==> config.mk <==
export PLATFORM = sky130hd
export DESIGN_NAME = mux_pipe_reg
export DESIGN_NICKNAME = d
export VERILOG_FILES = /design/src/rtl/mux_pipe_reg.sv
export SDC_FILE = /design/constraint.sdc
export NUM_CORES = 1
export LEC_CHECK = 0
export CAP_MARGIN = 10
export CORE_MARGIN = 3
export CORE_UTILIZATION = 30
export DETAILED_ROUTE_END_ITERATION = 12
export GPL_TIMING_DRIVEN = 0
export MAX_ROUTING_LAYER = met4
export PLACE_DENSITY = 0.59
export SETUP_SLACK_MARGIN = 0.3
export SYNTH_ARGS = -nofsm -noshare
export SYNTH_HDL_FRONTEND = slang
export SYNTH_SLANG_ARGS = --single-unit
==> constraint.sdc <==
create_clock -name clk -period 8.2 [get_ports clk]
set_input_delay 1.64 -clock clk [delete_from_list [all_inputs] [get_ports clk]]
set_output_delay 1.64 -clock clk [all_outputs]
set_load 0.1 [all_outputs]
==> src/rtl/mux_pipe_reg.sv <==
// mux_pipe_reg: N_IN:1 operand select registered into a valid/ready pipeline
// stage. A main register drives the outputs and a single skid register
// absorbs the beat that arrives while the main register is stalled, so
// in_ready is a plain flop output with no path from out_ready.
//
// Optional build macro MUX_PIPE_REG_SELCHK_EN adds a sticky sel_err output
// that flags any accepted beat whose select is outside 0..N_IN-1.

module mux_pipe_reg #(
    parameter int WIDTH = 64,
    parameter int N_IN  = 4,
    parameter int SEL_W = $clog2(N_IN)
) (
    input  logic                  clk,
    input  logic                  reset,
    input  logic [N_IN*WIDTH-1:0] in_data,
    input  logic [SEL_W-1:0]      in_sel,
    input  logic                  in_valid,
    output logic                  in_ready,
    input  logic                  flush,
    output logic [WIDTH-1:0]      out_data,
    output logic [SEL_W-1:0]      out_sel,
    output logic                  out_valid,
    input  logic                  out_ready
`ifdef MUX_PIPE_REG_SELCHK_EN
    ,
    output logic                  sel_err
`endif
);

    // Main register (drives the outputs)
    logic             main_valid_q, main_valid_d;
    logic [WIDTH-1:0] main_data_q,  main_data_d;
    logic [SEL_W-1:0] main_sel_q,   main_sel_d;

    // Skid register (second beat while main is stalled)
    logic             skid_valid_q, skid_valid_d;
    logic [WIDTH-1:0] skid_data_q,  skid_data_d;
    logic [SEL_W-1:0] skid_sel_q,   skid_sel_d;

    // Selected word for the beat currently on the input
    logic [WIDTH-1:0] sel_word;

    // Beat is taken this cycle (a flushed beat is never taken)
    logic take;

    // Main register may load this cycle: empty, or its beat leaves now
    logic main_free;

    assign in_ready  = !skid_valid_q;
    assign take      = in_valid && in_ready && !flush;
    assign main_free = !main_valid_q || out_ready;

    assign out_data  = main_data_q;
    assign out_sel   = main_sel_q;
    assign out_valid = main_valid_q;

    // Channel select; a select with no matching channel yields all zeros
    always_comb begin
        sel_word = '0;
        for (int k = 0; k < N_IN; k++) begin
            if (in_sel == SEL_W'(k)) begin
                sel_word = in_data[k*WIDTH +: WIDTH];
            end
        end
    end

    // Next-state for main and skid registers; flush wins over everything
    always_comb begin
        main_valid_d = main_valid_q;
        main_data_d  = main_data_q;
        main_sel_d   = main_sel_q;
        skid_valid_d = skid_valid_q;
        skid_data_d  = skid_data_q;
        skid_sel_d   = skid_sel_q;

        if (flush) begin
            // Data/select hold their values; only the valid bits drop
            main_valid_d = 1'b0;
            skid_valid_d = 1'b0;
        end else if (main_free) begin
            if (skid_valid_q) begin
                // Oldest beat moves up; any new beat queues behind it
                main_valid_d = 1'b1;
                main_data_d  = skid_data_q;
                main_sel_d   = skid_sel_q;
                skid_valid_d = take;
                if (take) begin
                    skid_data_d = sel_word;
                    skid_sel_d  = in_sel;
                end
            end else begin
                main_valid_d = take;
                if (take) begin
                    main_data_d = sel_word;
                    main_sel_d  = in_sel;
                end
            end
        end else begin
            // Main stalled: a taken beat can only land in the (empty) skid
            if (take) begin
                skid_valid_d = 1'b1;
                skid_data_d  = sel_word;
                skid_sel_d   = in_sel;
            end
        end
    end

    // Stage storage with asynchronous clear of every field
    always_ff @(posedge clk or posedge reset) begin
        if (reset) begin
            main_valid_q <= 1'b0;
            main_data_q  <= '0;
            main_sel_q   <= '0;
            skid_valid_q <= 1'b0;
            skid_data_q  <= '0;
            skid_sel_q   <= '0;
        end else begin
            main_valid_q <= main_valid_d;
            main_data_q  <= main_data_d;
            main_sel_q   <= main_sel_d;
            skid_valid_q <= skid_valid_d;
            skid_data_q  <= skid_data_d;
            skid_sel_q   <= skid_sel_d;
        end
    end

`ifdef MUX_PIPE_REG_SELCHK_EN
    logic sel_oob;
    logic sel_err_q, sel_err_d;

    assign sel_oob = (int'(in_sel) >= N_IN);
    assign sel_err = sel_err_q;

    // Sticky error: set by any taken out-of-range beat, survives flush
    always_comb begin
        sel_err_d = sel_err_q;
        if (take && sel_oob) begin
            sel_err_d = 1'b1;
        end
    end

    // Error flag storage, cleared only by reset
    always_ff @(posedge clk or posedge reset) begin
        if (reset) begin
            sel_err_q <= 1'b0;
        end else begin
            sel_err_q <= sel_err_d;
        end
    end
`endif

endmodule

==> flow_summary.yaml, run 1 <==
placed_design:
  post-place-ws_ns: 4.21
  portBuffers: 328
  place_hpwl_um: 18400
  dpl_cell_area_um2: 11000
  gp_congestion: 0.723
  dp_cells: 1241
pwr:
  peakVddDrop_mv: 0.0978
  netSwitchingFraction_pct: 37.9
  leakagePower_nw: 4.66
  seqPwrFrac_pct: 32.9
  power.switching_mw: 1.04
  p_int_mw: 1.71
  combPwrFrac_pct: 39.0
  p_per_area_nw_per_um2: 238
  clkPwrFrac_pct: 28.2
worst_setup_path:
  r2r_cells: 6
  path_class: "flip-flop to output port"
  reg2reg_slack_ns: 5.98
  crit_chain: "clkbuf_1 -> inv_1 -> clkbuf_1 -> clkdlybuf4s50_1"
  slowest_stage: "clkdlybuf4s50_1"
  worstReg2RegEnd: "out_data[32]$_DFFE_PP0P_"
  worstPathArrival_ns: 2.73
  cp.required_ns: 6.56
  crit_path_end_kind: "output port"
  r2r-start: "skid_valid_q$_DFFE_PP0P_"
  cp_slowest_stage_delay_ns: 1.24
  crit_fanout: 10
  crit_path_frequent_cell: "clkbuf_1"
  startpoint_type: "flip-flop"
grt:
  grt_pass1_vias: 6840
  grt_pass1_wl_um: 38100
  grt_antenna_before_repair: 0
  grt_use_total_pct: 19.4
  grt.overflow.total: 0
  grt_max_degree: 73
yosys:
  syn_area_um2: 7250
  synth_fp_nets: 856
  postSynthCellCount: 593
  yosysTopAreaCell: "dfrtp_1"
  synth_cell_type_count: 19
  synth_top_area_share_pct: 46.2
  ys_warn_count: 0
  synth-seq-cells: 134
  ys_top_cells_by_area: "dfrtp_1 46%, mux4_2 20%, mux2_4 8.3%"
  avgSynthCellArea_um2: 12.2
  ys_seq_area_share_pct: 46.2
clock_tree:
  root_buffer: "clkbuf_16"
  postCtsHoldBufs: 0
  clk_pin_slew_ns: 0.06
  clock_sinks: 134
  numCtsBuffers: 17
  post_cts_resized: 0
  h-tree-depth: 4
  cts_tree: "built"
  worstSkewPairLatency_ns: 0.43
  postCtsSetupRepairBufs: 0
  clock_path_buffers: 2
final_layout:
  fillerInstances: 2208
  fin_nets: 1204
  stdcell_count: 1272
  diodes: 0
  syn_to_final_growth_pct: 59.3
  drive_gt1_share_pct: 18.7
  final_cell_mix: "328 x clkdlybuf4s50_1, 134 x dfrtp_1, 128 x nand2_1"
  final_common_cell: "clkdlybuf4s50_1"
  final_cell_area_um2: 11600
sta:
  setup_ws_ns: 3.83
  fin_tns_setup_ns: 0
  maxSlewViolCount: 0
  fmax_mhz: 229
  tightest_slew_ns: 1.06
  hold_viol_final: 0
  period_needed_ns: 4.37
  slew_headroom_pct: 29.3
  skew_ns: 0.0104
  rsz0062_at_grt: "no"
  period_share_pct: 53.3
  finalSetupViolations: 0
route:
  drc: 0
  ant_nets: 0
  routedWlPerCell_um: 19.1
  finalWirelength_um: 24300
  via_per_inst: 4.89
  drt-pass1-iter-count: 4
  num_vias: 6219
  drtIter0Drc: 334
die:
  die_w_um: 162
  dieHeight_um: 162
  design.core.area_um2: 23600
  start_util_pct: 30.7
  ios: 331
  die_area_um2: 26100
  fp-row-count: 56
min_path:
  holdPathEnd: "skid_data_q[20]$_DFFE_PP0P_"
  worst_hold_path_type: "flip-flop to flip-flop"
  whs_path_depth: 1
  hp-start: "skid_data_q[20]$_DFFE_PP0P_"
flow_run:
  drv_cap: 0
status:
  outcome: "finished, final reports clean"
-- flip-flops by register name, summed over array words and instances (netlist names) --
| register | cells |
|---|---|
| skid_sel_q | 2 |
| out_valid | 1 |
| out_sel | 2 |
| out_data | 64 |
| skid_data_q | 64 |
| skid_valid_q | 1 |
-- Yosys cell counts --
cell        n
inv_1       2
clkbuf_1   42
a21oi_1    69
or4b_4      1
mux2i_1     2
nor2_1      1
a31oi_1    64
nand2_1   128
mux2_4     40
mux4_2     64
nor3_1      1
buf_1       1
buf_6       5
buf_2      10
o21ba_2     1
mux2_2     26
dfrtp_1   134
nand2b_1    1
and2_1      1
-- power by group through the flow --
stage | Sequential, mW | Combinational (mW) | Clock (mW)
final | 0.903 | 1.07 | 0.774
after global routing | 0.924 | 1.13 | 0.821
after CTS | 0.903 | 1.08 | 0.792
after detailed placement | 0.911 | 1.08 | 0
after global placement | 0.906 | 1.07 | 0
after floorplan | 1.35 | 0.297 | 0
-- worst max path at each step --
| stage | startpoint | endpoint | slack [ns] | cells after the start |
|---|---|---|---|---|
| floorplan | reset | out_data[0]$_DFFE_PP0P_ | 2.98 | 1 |
| global placement | reset | skid_data_q[19]$_DFFE_PP0P_ | 0.76 | 2 |
| detailed placement | in_sel[1] | skid_data_q[31]$_DFFE_PP0P_ | 4.21 | 4 |
| CTS | skid_valid_q$_DFFE_PP0P_ | in_ready | 3.80 | 4 |
| global route | skid_valid_q$_DFFE_PP0P_ | in_ready | 3.67 | 4 |
| finish | skid_valid_q$_DFFE_PP0P_ | in_ready | 3.83 | 4 |
-- layer usage --
layer,GRT usage [%],routed length [um]
met1,23.3,9750
met2,32.4,12300
met3,5.80,1870
met4,4.50,303
met5,-,0
-- critical path: cells and delay by family, from the launching register on --
kind	cells	cell delay [ns]
buffers and inverters	4	1.95
flip-flops	1	0.35
-- cells by family after synthesis --
family | synth area share (%)
AND/OR/NAND/NOR | 7.11
buffers and inverters | 3.79
multiplexers | 32.5
AO/OA/AOI/OAI | 10.4
flip-flops | 46.2
-- final cells by class --
| type | count | area [um^2] | area share (%) |
|---|---|---|---|
| plain buffers | 58 | 268 | 2.32 |
| clock inverters | 12 | 156 | 1.35 |
| well taps | 319 | 399 | 3.45 |
| multi-input cells | 399 | 3630 | 31.4 |
| repair buffers | 329 | 3310 | 28.6 |
| clock buffers | 19 | 433 | 3.75 |
| inverters | 2 | 12.5 | 0.108 |
| flip-flops and latches | 134 | 3350 | 29.0 |
-- stage by stage --
step / utilization, % / hold WS (ns) / power (mW)
2_1_floorplan: - / 0.480 / 1.64
3_3_place_gp: 46.3 / 0.487 / 1.98
3_5_place_dp: 46.5 / 0.491 / 1.99
4_1_cts: 49.0 / 0.507 / 2.78
5_1_grt: 49.0 / 0.512 / 2.87
6_report: 49.0 / 0.503 / 2.75
Power figures use the tool's default switching activity.
==> run 2, diff against run 1 <==
==> constraint.sdc (replaced) <==
create_clock -name clk -period 4.15 [get_ports clk]
set_input_delay 0.83 -clock clk [delete_from_list [all_inputs] [get_ports clk]]
set_output_delay 0.83 -clock clk [all_outputs]
set_load 0.1 [all_outputs]
==> run 2 against run 1 <==
Against the previous run:
- register-to-register slack got worse by 4.2 ns
- sequential cell count did not move
- routed wire length up 0.26%
- clock power increased by 91%
- die area stayed put
- via count is 0.14% higher
- power increased by 96%
- non-clock buffer count rose by 2
- largest power group unchanged
==> flow_summary.yaml, run 2 (same netlist as run 1, synthesis figures left out) <==
route:
  drt-pass1-iter-count: 4
  routedWlPerCell_um: 19.1
  via_per_inst: 4.88
  drc: 0
  ant_nets: 0
  drtIter0Drc: 247
  num_vias: 6228
  finalWirelength_um: 24300
clock_tree:
  clock_path_buffers: 2
  cts_tree: "built"
  worstSkewPairLatency_ns: 0.41
  numCtsBuffers: 17
  root_buffer: "clkbuf_16"
  clock_sinks: 134
  h-tree-depth: 4
  postCtsHoldBufs: 0
  post_cts_resized: 0
  clk_pin_slew_ns: 0.06
  postCtsSetupRepairBufs: 0
sta:
  maxSlewViolCount: 0
  period_needed_ns: 3.61
  fin_tns_setup_ns: 0
  finalSetupViolations: 0
  fmax_mhz: 277
  skew_ns: 0.00935
  hold_viol_final: 0
  slew_headroom_pct: 30.8
  tightest_slew_ns: 1.03
  period_share_pct: 86.9
  rsz0062_at_grt: "no"
  hold_ws_ns: 0.504
worst_setup_path:
  r2r_cells: 6
  path_buf_inv: 4
  cp.required_ns: 3.32
  crit_fanout: 10
  r2r-start: "skid_valid_q$_DFFE_PP0P_"
  startpoint_type: "flip-flop"
  crit_path_frequent_cell: "clkbuf_1"
  slowest_stage: "clkdlybuf4s50_1"
  cp_slowest_stage_delay_ns: 1.25
  path_class: "flip-flop to output port"
  crit_chain: "clkbuf_1 -> inv_1 -> clkbuf_1 -> clkdlybuf4s50_1"
  worstReg2RegEnd: "out_data[32]$_DFFE_PP0P_"
  crit_path_end_kind: "output port"
  reg2reg_slack_ns: 1.76
  worstPathArrival_ns: 2.78
  cpLargestDelayFamily: "buffers and inverters"
die:
  design.core.area_um2: 23600
  start_util_pct: 30.7
  die_area_um2: 26100
  dieHeight_um: 162
  fp-row-count: 56
  ios: 331
  die_w_um: 162
grt:
  grt_antenna_before_repair: 1
  grt_use_total_pct: 19.2
  grt_pass1_wl_um: 37700
  grt_max_degree: 39
  grt.overflow.total: 0
  grt_pass1_vias: 6665
final_layout:
  fillerInstances: 2213
  final_common_cell: "clkdlybuf4s50_1"
  fin_nets: 1206
  syn_to_final_growth_pct: 59.6
  stdcell_count: 1276
  drive_gt1_share_pct: 19.0
  final_cell_area_um2: 11600
  final_cell_mix: "328 x clkdlybuf4s50_1, 134 x dfrtp_1, 128 x nand2_1"
placed_design:
  portBuffers: 328
  dpl_cell_area_um2: 11000
  place_hpwl_um: 18800
  dp_cells: 1243
  gp_congestion: 0.741
pwr:
  p_per_area_nw_per_um2: 465
  leakagePower_nw: 4.67
  peakVddDrop_mv: 0.238
  power.total_mw: 5.38
min_path:
  worst_hold_path_type: "flip-flop to flip-flop"
  whs_path_depth: 1
  holdPathEnd: "skid_data_q[7]$_DFFE_PP0P_"
  hp-start: "skid_data_q[7]$_DFFE_PP0P_"
flow_run:
  drv_cap: 0
status:
  outcome: "finished, final reports clean"
run 2: cell types whose count changed in the layout (fill, tap and decap cells not counted):
cell	before	now
inv_6	1	4
buf_16	1	0
bufinv_16	3	2
clkinv_4	3	1
buf_12	0	3
clkinvlp_4	4	5
clkinv_2	2	3
diode_2	0	1
clkbuf_1	44	43
run 2: per-layer routing:
layer / global-route usage (%) / vias to the layer above / part of all wire, %
li1: - / 2919 / -
met1: 23.7 / 3070 / 41
met2: 31.5 / 218 / 50
met3: 5.36 / 21 / 7.3
met4: 4.69 / 0 / 1.5
met5: - / - / 0
run 2: how the worst max path moves through the flow:
stage	depth (start not counted)	slack [ns]	startpoint	to
floorplan	1	1.65	reset	out_data[0]$_DFFE_PP0P_
global placement	2	0.28	reset	skid_data_q[36]$_DFFE_PP0P_
detailed placement	4	0.98	skid_valid_q$_DFFE_PP0P_	in_ready
CTS	4	0.52	skid_valid_q$_DFFE_PP0P_	in_ready
global route	4	0.45	skid_valid_q$_DFFE_PP0P_	in_ready
finish	4	0.54	skid_valid_q$_DFFE_PP0P_	in_ready
run 2: final cells by class:
cell class	count	area, um^2	share of cell area (%)
multi-input cells	399	3630	31.3
flip-flops and latches	134	3350	29.0
repair buffers	331	3340	28.9
clock buffers	18	429	3.71
well taps	319	399	3.45
plain buffers	58	268	2.31
clock inverters	14	149	1.29
inverters	2	11.3	0.0972
diodes	1	2.50	0.0216
run 2: per-stage QoR:
step / worst slack, ns / utilization [%]
after detailed placement: 0.982 / 46.6
final: 0.544 / 49.0
after floorplan: 1.65 / -
after global placement: 0.283 / 46.3
after global routing: 0.454 / 49.0
after CTS: 0.525 / 49.0
run 2: worst reg2reg max path, stage by stage (launching register included):
cell,delay [ns]
dfrtp_1,0.32
clkbuf_1,0.30
o21ba_2,0.24
and2_1,0.18
clkbuf_1,0.53
clkbuf_1,0.49
a31oi_1,0.18
run 2: where the power goes:
| part | switching [mW] | internal (mW) |
|---|---|---|
| clock | 0.591 | 0.889 |
| combinational | 1.31 | 0.813 |
| sequential | 0.161 | 1.62 |
==> run 3, diff against run 2 <==
--- a/config.mk
+++ b/config.mk
@@ -13,6 +13,7 @@
 export MAX_ROUTING_LAYER = met4
 export PLACE_DENSITY = 0.59
 export SETUP_SLACK_MARGIN = 0.3
+export SLEW_MARGIN = 20
 export SYNTH_ARGS = -nofsm -noshare
 export SYNTH_HDL_FRONTEND = slang
 export SYNTH_SLANG_ARGS = --single-unit
==> run 3 against run 2 <==
Against the previous run:
- final cell count about the same
- register-to-register slack better by 0.04 ns
- routed wire length down 0.13%
- clock power up 5%
- sequential share of layout area down 0.12 points
- highest routed layer unchanged
- clock-buffer cell count unchanged
- power up 1.5%
- setup slack better by 0.037 ns
- largest cell class is now buffers
- critical path depth unchanged
==> flow_summary.yaml, run 3 (same netlist as run 1, synthesis figures left out) <==
pwr:
  p_int_mw: 3.38
  leakagePower_nw: 4.69
  seqPwrFrac_pct: 32.6
  netSwitchingFraction_pct: 38.1
  peakVddDrop_mv: 0.241
  power.total_mw: 5.47
  p_per_area_nw_per_um2: 470
  combPwrFrac_pct: 38.8
  power.switching_mw: 2.08
  clkPwrFrac_pct: 28.6
sta:
  tightest_slew_ns: 1.06
  hold_ws_ns: 0.505
  fmax_mhz: 280
  rsz0062_at_grt: "no"
  fin_tns_setup_ns: 0
  slew_headroom_pct: 29.4
  maxSlewViolCount: 0
  period_needed_ns: 3.57
  skew_ns: 0.0101
  period_share_pct: 86.0
  finalSetupViolations: 0
  hold_viol_final: 0
grt:
  grt_antenna_before_repair: 1
  grt_use_total_pct: 19.3
  grt_pass1_wl_um: 37700
  grt.overflow.total: 0
  grt_max_degree: 32
  grt_pass1_vias: 6659
route:
  ant_nets: 0
  via_per_inst: 4.89
  drc: 0
  finalWirelength_um: 24300
  num_vias: 6249
  drtIter0Drc: 230
  routedWlPerCell_um: 19.0
  drt-pass1-iter-count: 4
flow_run:
  drv_cap: 0
die:
  start_util_pct: 30.7
  fp-row-count: 56
  die_area_um2: 26100
  design.core.area_um2: 23600
  dieHeight_um: 162
  die_w_um: 162
  ios: 331
placed_design:
  dpl_cell_area_um2: 11000
  portBuffers: 328
  place_hpwl_um: 18900
  gp_congestion: 0.741
clock_tree:
  h-tree-depth: 4
  post_cts_resized: 0
  clk_pin_slew_ns: 0.06
  cts_tree: "built"
  postCtsHoldBufs: 0
  root_buffer: "clkbuf_16"
  postCtsSetupRepairBufs: 0
  clock_path_buffers: 2
  clock_sinks: 134
  numCtsBuffers: 17
  worstSkewPairLatency_ns: 0.42
worst_setup_path:
  crit_fanout: 10
  cp.required_ns: 3.32
  r2r-start: "skid_valid_q$_DFFE_PP0P_"
  crit_start: "skid_valid_q$_DFFE_PP0P_"
  worstPathArrival_ns: 2.74
  startpoint_type: "flip-flop"
  path_class: "flip-flop to output port"
  crit_path_end_kind: "output port"
final_layout:
  drive_gt1_share_pct: 19.1
  fillerInstances: 2219
  fin_nets: 1207
  final_cell_area_um2: 11600
  final_cell_mix: "328 x clkdlybuf4s50_1, 134 x dfrtp_1, 128 x nand2_1"
  final_common_cell: "clkdlybuf4s50_1"
  syn_to_final_growth_pct: 60.3
  fin_util_pct: 49.2
min_path:
  worst_hold_path_type: "flip-flop to flip-flop"
  hp-start: "skid_data_q[30]$_DFFE_PP0P_"
status:
  outcome: "finished, final reports clean"
==> run 3: cell count changes in the layout (fill, tap and decap cells not counted), sizes merged <==
cell      delta
clkinv       +1
buf          +1
clkinvlp     -1
inv          -1
bufinv       +1
==> run 3: cell type report <==
class	count	area (um^2)	area share (%)
Multi-Input combinational cell	399	3630	31.2
Timing Repair Buffer	332	3360	28.9
Sequential cell	134	3350	28.8
Clock buffer	18	429	3.69
Tap cell	319	399	3.43
Buffer	58	268	2.30
Clock inverter	14	175	1.51
Inverter	2	11.3	0.0968
Antenna cell	1	2.50	0.0215
==> run 3: critical path, cell delays in order, from the launching register on <==
cell	delay, ns
dfrtp_1	0.35
clkbuf_1	0.20
inv_1	0.12
clkbuf_1	0.41
clkdlybuf4s50_1	1.24
==> run 3: through the flow <==
step           setup WS [ns]  std cells
3_5_place_dp           0.987       1244
2_1_floorplan           1.65        593
4_1_cts                0.535       1276
5_1_grt                0.445       1277
6_report               0.581       1277
3_3_place_gp           0.283       1240
==> run 3: worst paths after layout <==
check                                                    to  slack [ns]  depth (start not counted)
worst min register to register  skid_data_q[30]$_DFFE_PP0P_        0.51                          1
min in group asynchronous        skid_data_q[4]$_DFFE_PP0P_        0.86                          2
worst max register to register     out_data[32]$_DFFE_PP0P_        1.80                          6
worst min-delay path            skid_data_q[30]$_DFFE_PP0P_        0.51                          1
worst max-delay path                               in_ready        0.58                          4
max in group asynchronous          out_data[40]$_DFFE_PP0P_        2.46                          4
==> run 3: power groups by stage <==
| stage | clock network, mW | logic [mW] | registers (mW) |
|---|---|---|---|
| finish | 1.56 | 2.12 | 1.78 |
| global route | 1.66 | 2.23 | 1.82 |
| CTS | 1.59 | 2.15 | 1.78 |
| floorplan | 0 | 0.587 | 2.66 |
| detailed placement | 0 | 2.14 | 1.80 |
| global placement | 0 | 2.12 | 1.79 |
==> run 3: layer usage <==
metal	wire, um	GRT usage, %
met1	10100	23.8
met2	12200	31.8
met3	1700	5.05
met4	297	4.65
met5	0	-
